### src/rtl/id_ex_ctrl_stage.sv
`default_nettype none
// ============================================================================
// Module      : id_ex_ctrl_stage
// Description : RV32I main control decoder with integrated ALU-control decode.
//               Registers the decoded bundle into the ID/EX pipeline register
//               with stall hold, flush bubble, illegal-opcode detection and a
//               saturating illegal-instruction counter.
// Revision    : 1.0 - initial release
// ============================================================================
module id_ex_ctrl_stage #(
  parameter int unsigned EN_JALR  = 1,
  parameter int unsigned EN_UTYPE = 1,
  parameter int unsigned CNT_W    = 16
) (
  input  logic             clk,
  input  logic             rst,
  input  logic [31:0]      i_instr_d,
  input  logic             i_valid_d,
  input  logic             i_stall_e,
  input  logic             i_flush_e,
  output logic [2:0]       o_imm_src_d,
  output logic             o_reg_write_e,
  output logic [1:0]       o_result_src_e,
  output logic             o_mem_write_e,
  output logic             o_jump_e,
  output logic             o_jalr_e,
  output logic             o_branch_e,
  output logic             o_alu_src_e,
  output logic             o_alu_src_a_pc_e,
  output logic [3:0]       o_alu_ctrl_e,
  output logic             o_valid_e,
  output logic             o_illegal_e,
  output logic [CNT_W-1:0] o_illegal_cnt
);

  localparam logic [6:0] c_op_load  = 7'b0000011;
  localparam logic [6:0] c_op_store = 7'b0100011;
  localparam logic [6:0] c_op_rtype = 7'b0110011;
  localparam logic [6:0] c_op_ialu  = 7'b0010011;
  localparam logic [6:0] c_op_br    = 7'b1100011;
  localparam logic [6:0] c_op_jal   = 7'b1101111;
  localparam logic [6:0] c_op_jalr  = 7'b1100111;
  localparam logic [6:0] c_op_lui   = 7'b0110111;
  localparam logic [6:0] c_op_auipc = 7'b0010111;

  logic [6:0] w_op;
  logic [2:0] w_f3;
  logic       w_f7b5;
  logic       w_unused_bits;

  logic       w_legal;
  logic       w_reg_write;
  logic [2:0] w_imm_src;
  logic       w_alu_src;
  logic [1:0] w_result_src;
  logic       w_mem_write;
  logic       w_branch;
  logic       w_jump;
  logic       w_jalr;
  logic       w_src_a_pc;
  logic [1:0] w_alu_op;
  logic [3:0] w_alu_ctrl;

  logic             r_reg_write;
  logic [1:0]       r_result_src;
  logic             r_mem_write;
  logic             r_jump;
  logic             r_jalr;
  logic             r_branch;
  logic             r_alu_src;
  logic             r_src_a_pc;
  logic [3:0]       r_alu_ctrl;
  logic             r_valid;
  logic             r_illegal;
  logic [CNT_W-1:0] r_illegal_cnt;

  assign w_op          = i_instr_d[6:0];
  assign w_f3          = i_instr_d[14:12];
  assign w_f7b5        = i_instr_d[30];
  assign w_unused_bits = ^{i_instr_d[31], i_instr_d[29:15], i_instr_d[11:7]};

  // Main decode: opcode to control bundle; unknown or disabled opcodes are illegal
  always_comb begin
    w_legal      = 1'b1;
    w_reg_write  = 1'b0;
    w_imm_src    = 3'b000;
    w_alu_src    = 1'b0;
    w_result_src = 2'b00;
    w_mem_write  = 1'b0;
    w_branch     = 1'b0;
    w_jump       = 1'b0;
    w_jalr       = 1'b0;
    w_src_a_pc   = 1'b0;
    w_alu_op     = 2'b00;
    case (w_op)
      c_op_load: begin
        w_reg_write  = 1'b1;
        w_alu_src    = 1'b1;
        w_result_src = 2'b01;
      end
      c_op_store: begin
        w_imm_src   = 3'b001;
        w_alu_src   = 1'b1;
        w_mem_write = 1'b1;
      end
      c_op_rtype: begin
        w_reg_write = 1'b1;
        w_alu_op    = 2'b10;
      end
      c_op_ialu: begin
        w_reg_write = 1'b1;
        w_alu_src   = 1'b1;
        w_alu_op    = 2'b10;
      end
      c_op_br: begin
        w_imm_src = 3'b010;
        w_branch  = 1'b1;
        w_alu_op  = 2'b01;
      end
      c_op_jal: begin
        w_reg_write  = 1'b1;
        w_imm_src    = 3'b011;
        w_result_src = 2'b10;
        w_jump       = 1'b1;
      end
      c_op_jalr: begin
        if (EN_JALR != 0) begin
          w_reg_write  = 1'b1;
          w_alu_src    = 1'b1;
          w_result_src = 2'b10;
          w_jump       = 1'b1;
          w_jalr       = 1'b1;
        end else begin
          w_legal = 1'b0;
        end
      end
      c_op_lui: begin
        if (EN_UTYPE != 0) begin
          w_reg_write  = 1'b1;
          w_imm_src    = 3'b100;
          w_result_src = 2'b11;
        end else begin
          w_legal = 1'b0;
        end
      end
      c_op_auipc: begin
        if (EN_UTYPE != 0) begin
          w_reg_write = 1'b1;
          w_imm_src   = 3'b100;
          w_alu_src   = 1'b1;
          w_src_a_pc  = 1'b1;
        end else begin
          w_legal = 1'b0;
        end
      end
      default: w_legal = 1'b0;
    endcase
  end

  // ALU-control decode from ALUOp, funct3 and funct7 bit 5
  always_comb begin
    w_alu_ctrl = 4'b0000;
    case (w_alu_op)
      2'b01:   w_alu_ctrl = 4'b0001;
      2'b10: begin
        case (w_f3)
          3'b000:  w_alu_ctrl = (w_op == c_op_rtype && w_f7b5) ? 4'b0001 : 4'b0000;
          3'b001:  w_alu_ctrl = 4'b0110;
          3'b010:  w_alu_ctrl = 4'b0101;
          3'b011:  w_alu_ctrl = 4'b1001;
          3'b100:  w_alu_ctrl = 4'b0100;
          3'b101:  w_alu_ctrl = w_f7b5 ? 4'b1000 : 4'b0111;
          3'b110:  w_alu_ctrl = 4'b0011;
          default: w_alu_ctrl = 4'b0010;
        endcase
      end
      default: w_alu_ctrl = 4'b0000;
    endcase
  end

  // ID/EX register: reset > flush > stall > load; illegal valid slots become counted bubbles
  always_ff @(posedge clk or posedge rst) begin
    if (rst) begin
      r_reg_write   <= 1'b0;
      r_result_src  <= 2'b00;
      r_mem_write   <= 1'b0;
      r_jump        <= 1'b0;
      r_jalr        <= 1'b0;
      r_branch      <= 1'b0;
      r_alu_src     <= 1'b0;
      r_src_a_pc    <= 1'b0;
      r_alu_ctrl    <= 4'b0000;
      r_valid       <= 1'b0;
      r_illegal     <= 1'b0;
      r_illegal_cnt <= '0;
    end else if (i_flush_e || !i_stall_e) begin
      r_reg_write  <= 1'b0;
      r_result_src <= 2'b00;
      r_mem_write  <= 1'b0;
      r_jump       <= 1'b0;
      r_jalr       <= 1'b0;
      r_branch     <= 1'b0;
      r_alu_src    <= 1'b0;
      r_src_a_pc   <= 1'b0;
      r_alu_ctrl   <= 4'b0000;
      r_valid      <= 1'b0;
      r_illegal    <= 1'b0;
      if (!i_flush_e && i_valid_d) begin
        if (w_legal) begin
          r_reg_write  <= w_reg_write;
          r_result_src <= w_result_src;
          r_mem_write  <= w_mem_write;
          r_jump       <= w_jump;
          r_jalr       <= w_jalr;
          r_branch     <= w_branch;
          r_alu_src    <= w_alu_src;
          r_src_a_pc   <= w_src_a_pc;
          r_alu_ctrl   <= w_alu_ctrl;
          r_valid      <= 1'b1;
        end else begin
          r_illegal <= 1'b1;
          if (r_illegal_cnt != {CNT_W{1'b1}}) begin
            r_illegal_cnt <= r_illegal_cnt + CNT_W'(1);
          end
        end
      end
    end
  end

  assign o_imm_src_d      = w_legal ? w_imm_src : 3'b000;
  assign o_reg_write_e    = r_reg_write;
  assign o_result_src_e   = r_result_src;
  assign o_mem_write_e    = r_mem_write;
  assign o_jump_e         = r_jump;
  assign o_jalr_e         = r_jalr;
  assign o_branch_e       = r_branch;
  assign o_alu_src_e      = r_alu_src;
  assign o_alu_src_a_pc_e = r_src_a_pc;
  assign o_alu_ctrl_e     = r_alu_ctrl;
  assign o_valid_e        = r_valid;
  assign o_illegal_e      = r_illegal;
  assign o_illegal_cnt    = r_illegal_cnt;

endmodule
`default_nettype wire
### config.mk
export PLATFORM = sky130hd
export DESIGN_NAME = id_ex_ctrl_stage
export DESIGN_NICKNAME = d
export VERILOG_FILES = /design/src/rtl/id_ex_ctrl_stage.sv
export SDC_FILE = /design/constraint.sdc
export NUM_CORES = 1
export LEC_CHECK = 0
export BUFFER_PORTS_ARGS = -buffer_cell sky130_fd_sc_hd__clkbuf_2
export CAP_MARGIN = 20
export CORE_MARGIN = 5
export CORE_UTILIZATION = 43
export DETAILED_ROUTE_END_ITERATION = 8
export PLACE_DENSITY = 0.77
export SLEW_MARGIN = 15
export SYNTH_ARGS = -nofsm -noshare
export SYNTH_HDL_FRONTEND = slang
export SYNTH_SLANG_ARGS = --single-unit
### constraint.sdc
create_clock -name clk -period 1.8 [get_ports clk]
set_clock_uncertainty 0.2 [all_clocks]
set_input_delay 0.27 -clock clk [delete_from_list [all_inputs] [get_ports clk]]
set_output_delay 0.27 -clock clk [all_outputs]
set_load 0.01 [all_outputs]
==> run metrics <==
status=complete, no violations; Die H=72.84 µm; sequential share of the synthesized area=45.69%; kind of end point of the critical path=flop; final cell count without fillers=316; Hold Vio Cnt, Final=0; CTS Buf Count=5; ANT cells=0; syn nets=224; share of the synthesized area in the top cell type=45.69%; CP Cell Sequence=ha_2 > nand3_4 > buf_6 > nand3b_1 > nor3_2 > xor2_1; Synth Instances=184; Synth area leaders=dfrtp_1 (46%), nand2_1 (6.4%), xnor2_1 (5.7%); Leak Pwr=1.224 nW; Final Max Tran Viols=0; flops & latches, synth=31; Slew HR=73.57%; root cell of the clock tree=clkbuf_8; Initial Utilization=45.35%; initial antenna violation count=0; DR WL met3=261 µm; Synth Area in Simple Gates=27.34%; Initial DRC Count=74; fin nets=308; Post-Syn Area=1698 µm²; Critical Path AT=1.76 ns; routability cong.=0.7855; Post-Route WL=4.359 mm; Post-DP HPWL=3.282 mm; layout cell share with drive strength beyond 1=38.06%; Die Span X=72.84 µm; Synth Area in Adders=2.211%; number of I/O port buffers=49; cell internal pwr=0.001247 W; CP required=1.80 ns; clock buffer depth=2; Ports=71; Ys Warns=0; Via density=5.092; CTS clk-pin slew, worst paths=0.06 ns; mux share of post-synthesis cell area=1.326%; Die ar.=5305 µm²; Cells after DPL=307; standard-cell row count=22; Yosys cell types=37; sequential share of power=46.8%; critical path type=reg2reg; Crit-path slowest cell=dfrtp_1; Clk Latency, worst-skew pair=0.27 ns; Max Used Layer=met4; CTS tree=yes; Power Total=0.001760 W; clock power share=30.3%; post-layout minimum cycle time=1.759 ns; Area Growth Syn to Fin=38.54%; Max stage delay on crit path=0.40 ns; RSZ-0062 raised after global routing=yes; Hold Path Class=in2reg; period utilisation layout=97.74%; Post-route DRC=0; Synth Area in XOR/XNOR=7.738%; ANT nets after route=0; number of synthesized flops with an enable pin=0; Least-Margin Pin Slew=0.3965 ns; fmax=568.4 MHz; Synth area leader=dfrtp_1; largest net degree at the start of global routing=32; Net Sw Power=0.0005126 W; Top FF cell, synth=dfrtp_1; complex-gate fraction of the synthesized area=12.09%; total of max-cap violations=0; Synth top cells by count=dfrtp_1 (31), nand2_1 (29), nand3_1 (14); share of flip-flops with an asynchronous set or reset=100.0%; total core area=3744 µm²; pwr dens=748.2 nW/µm²; routed vias=1609; synthesized area per cell=9.228 µm²; Gate power share=22.9%; drt wl/cell=13.79 µm; worst vdd ir=452.8 µV; htree depth=2; CP max FO=5; most instantiated library cell after synthesis=dfrtp_1; gr usage total=16.83%; Finish-stage setup viols=0; CTS sink cnt=31; Metal-1 WL=1.971 mm; vias in the first global route=1546; GRT overflow=0; main combinational cell family by area after synthesis=simple AND/OR/NAND/NOR gates; CP startpoint kind=flop; first-pass GRT wire length=7.107 mm; switch share=29.13%; WL met2=2.081 mm; First-pass DRT Iterations=4
## worst paths after layout
kind / startpoint / to / slack [ns] / cells past startpoint
hold reg to reg: o_valid_e$_DFFE_PP0N_ / o_valid_e$_DFFE_PP0N_ / 0.28 / 2
setup / recovery: o_illegal_cnt[1]$_DFFE_PP0P_ / o_illegal_cnt[12]$_DFFE_PP0P_ / 0.04 / 6
hold / removal: i_instr_d[12] / o_alu_ctrl_e[3]$_DFFE_PP0N_ / 0.13 / 3
setup reg to reg: o_illegal_cnt[1]$_DFFE_PP0P_ / o_illegal_cnt[12]$_DFFE_PP0P_ / 0.04 / 6
min in group asynchronous: rst / o_valid_e$_DFFE_PP0N_ / 0.41 / 4
max in group asynchronous: rst / o_illegal_cnt[11]$_DFFE_PP0P_ / 0.68 / 4
## cell families (layout without fill, tap and decap cells)
logic type / Yosys count / in the layout
compound gates: 32 / 32
xor+xnor: 15 / 15
fa+ha+maj: 3 / 3
buf+inv: 14 / 98
flops: 31 / 31
mux: 2 / 2
simple gates: 87 / 87
## critical path, delay by kind of cell (launching register included)
kind	cells	cell delay, ns
DFF	1	0.40
adders and majority gates	1	0.23
xor gates and xnor gates	1	0.15
and+or+nand+nor	3	0.56
buffers and inverters	1	0.14
## flip-flops by register name, summed over array words and instances (netlist names)
register,count
o_reg_write_e,1
o_illegal_cnt,16
o_jump_e,1
o_branch_e,1
o_jalr_e,1
o_result_src_e,2
o_alu_src_a_pc_e,1
o_alu_ctrl_e,4
o_alu_src_e,1
o_valid_e,1
o_illegal_e,1
o_mem_write_e,1
## power by group through the flow
stage	Clock [W]	Sequential [W]	Combinational (W)
detailed placement	0	0.000822	0.000367
global route	0.000587	0.000830	0.000448
floorplan	0	0.000847	0.000146
global placement	0	0.000814	0.000352
finish	0.000534	0.000824	0.000402
CTS	0.000558	0.000809	0.000370
## final cells by class
class                   count  area [µm²]
flip-flops and latches     31       777.0
fillers                   360        1391
clock buffers               6       82.58
inverters                   9       33.78
clock inverters             1       5.005
repair buffers             82       499.2
multi-input cells         139       894.6
well taps                  48       60.06
## per-stage QoR
stage	utilization [%]	TNS [ns]	hold slack, ns	instance area [µm²]	worst slack (ns)
final	62.83	0	0.1322	2352	0.04076
after global routing	62.83	-0.2201	0.1415	2352	-0.05624
after CTS	61.80	0	0.1242	2313	0.04806
after detailed placement	59.19	-1.237	0.1525	2216	-0.1805
after global placement	59.19	-0.6050	0.1611	2216	-0.1293
after floorplan	-	0	0.1735	1705	0.01101
## repair_timing
action / 4_1_cts / 5_1_grt
resized for setup: 0 / 7
hold endpoints to repair: 31 / 0
endpoints found under the setup margin: 0 / 10
hold buffers: 1 / 0
setup buffers: 0 / 1
## cells in the final DEF, fill, tap and decap left out, types with 2 or more instances in the layout
cell / n
o31ai_1: 4
dfrtp_1: 30
a21o_1: 2
clkbuf_2: 49
mux2_2: 2
buf_4: 31
and3_1: 6
nand3_1: 13
nand2_1: 28
a22o_1: 4
ha_1: 2
a21oi_1: 8
o21ai_0: 11
and4_1: 3
nand2b_1: 2
clkbuf_8: 6
nor2_1: 11
xnor2_1: 11
nor3_1: 3
nand4_1: 5
xor2_1: 4
inv_1: 9
## routing by layer
layer,up-vias,GRT usage [%]
li1,813,-
met1,750,21.91
met2,42,27.25
met3,4,4.270
met4,0,5.533
met5,-,0
Note: power is estimated with default switching activity, not from simulation.
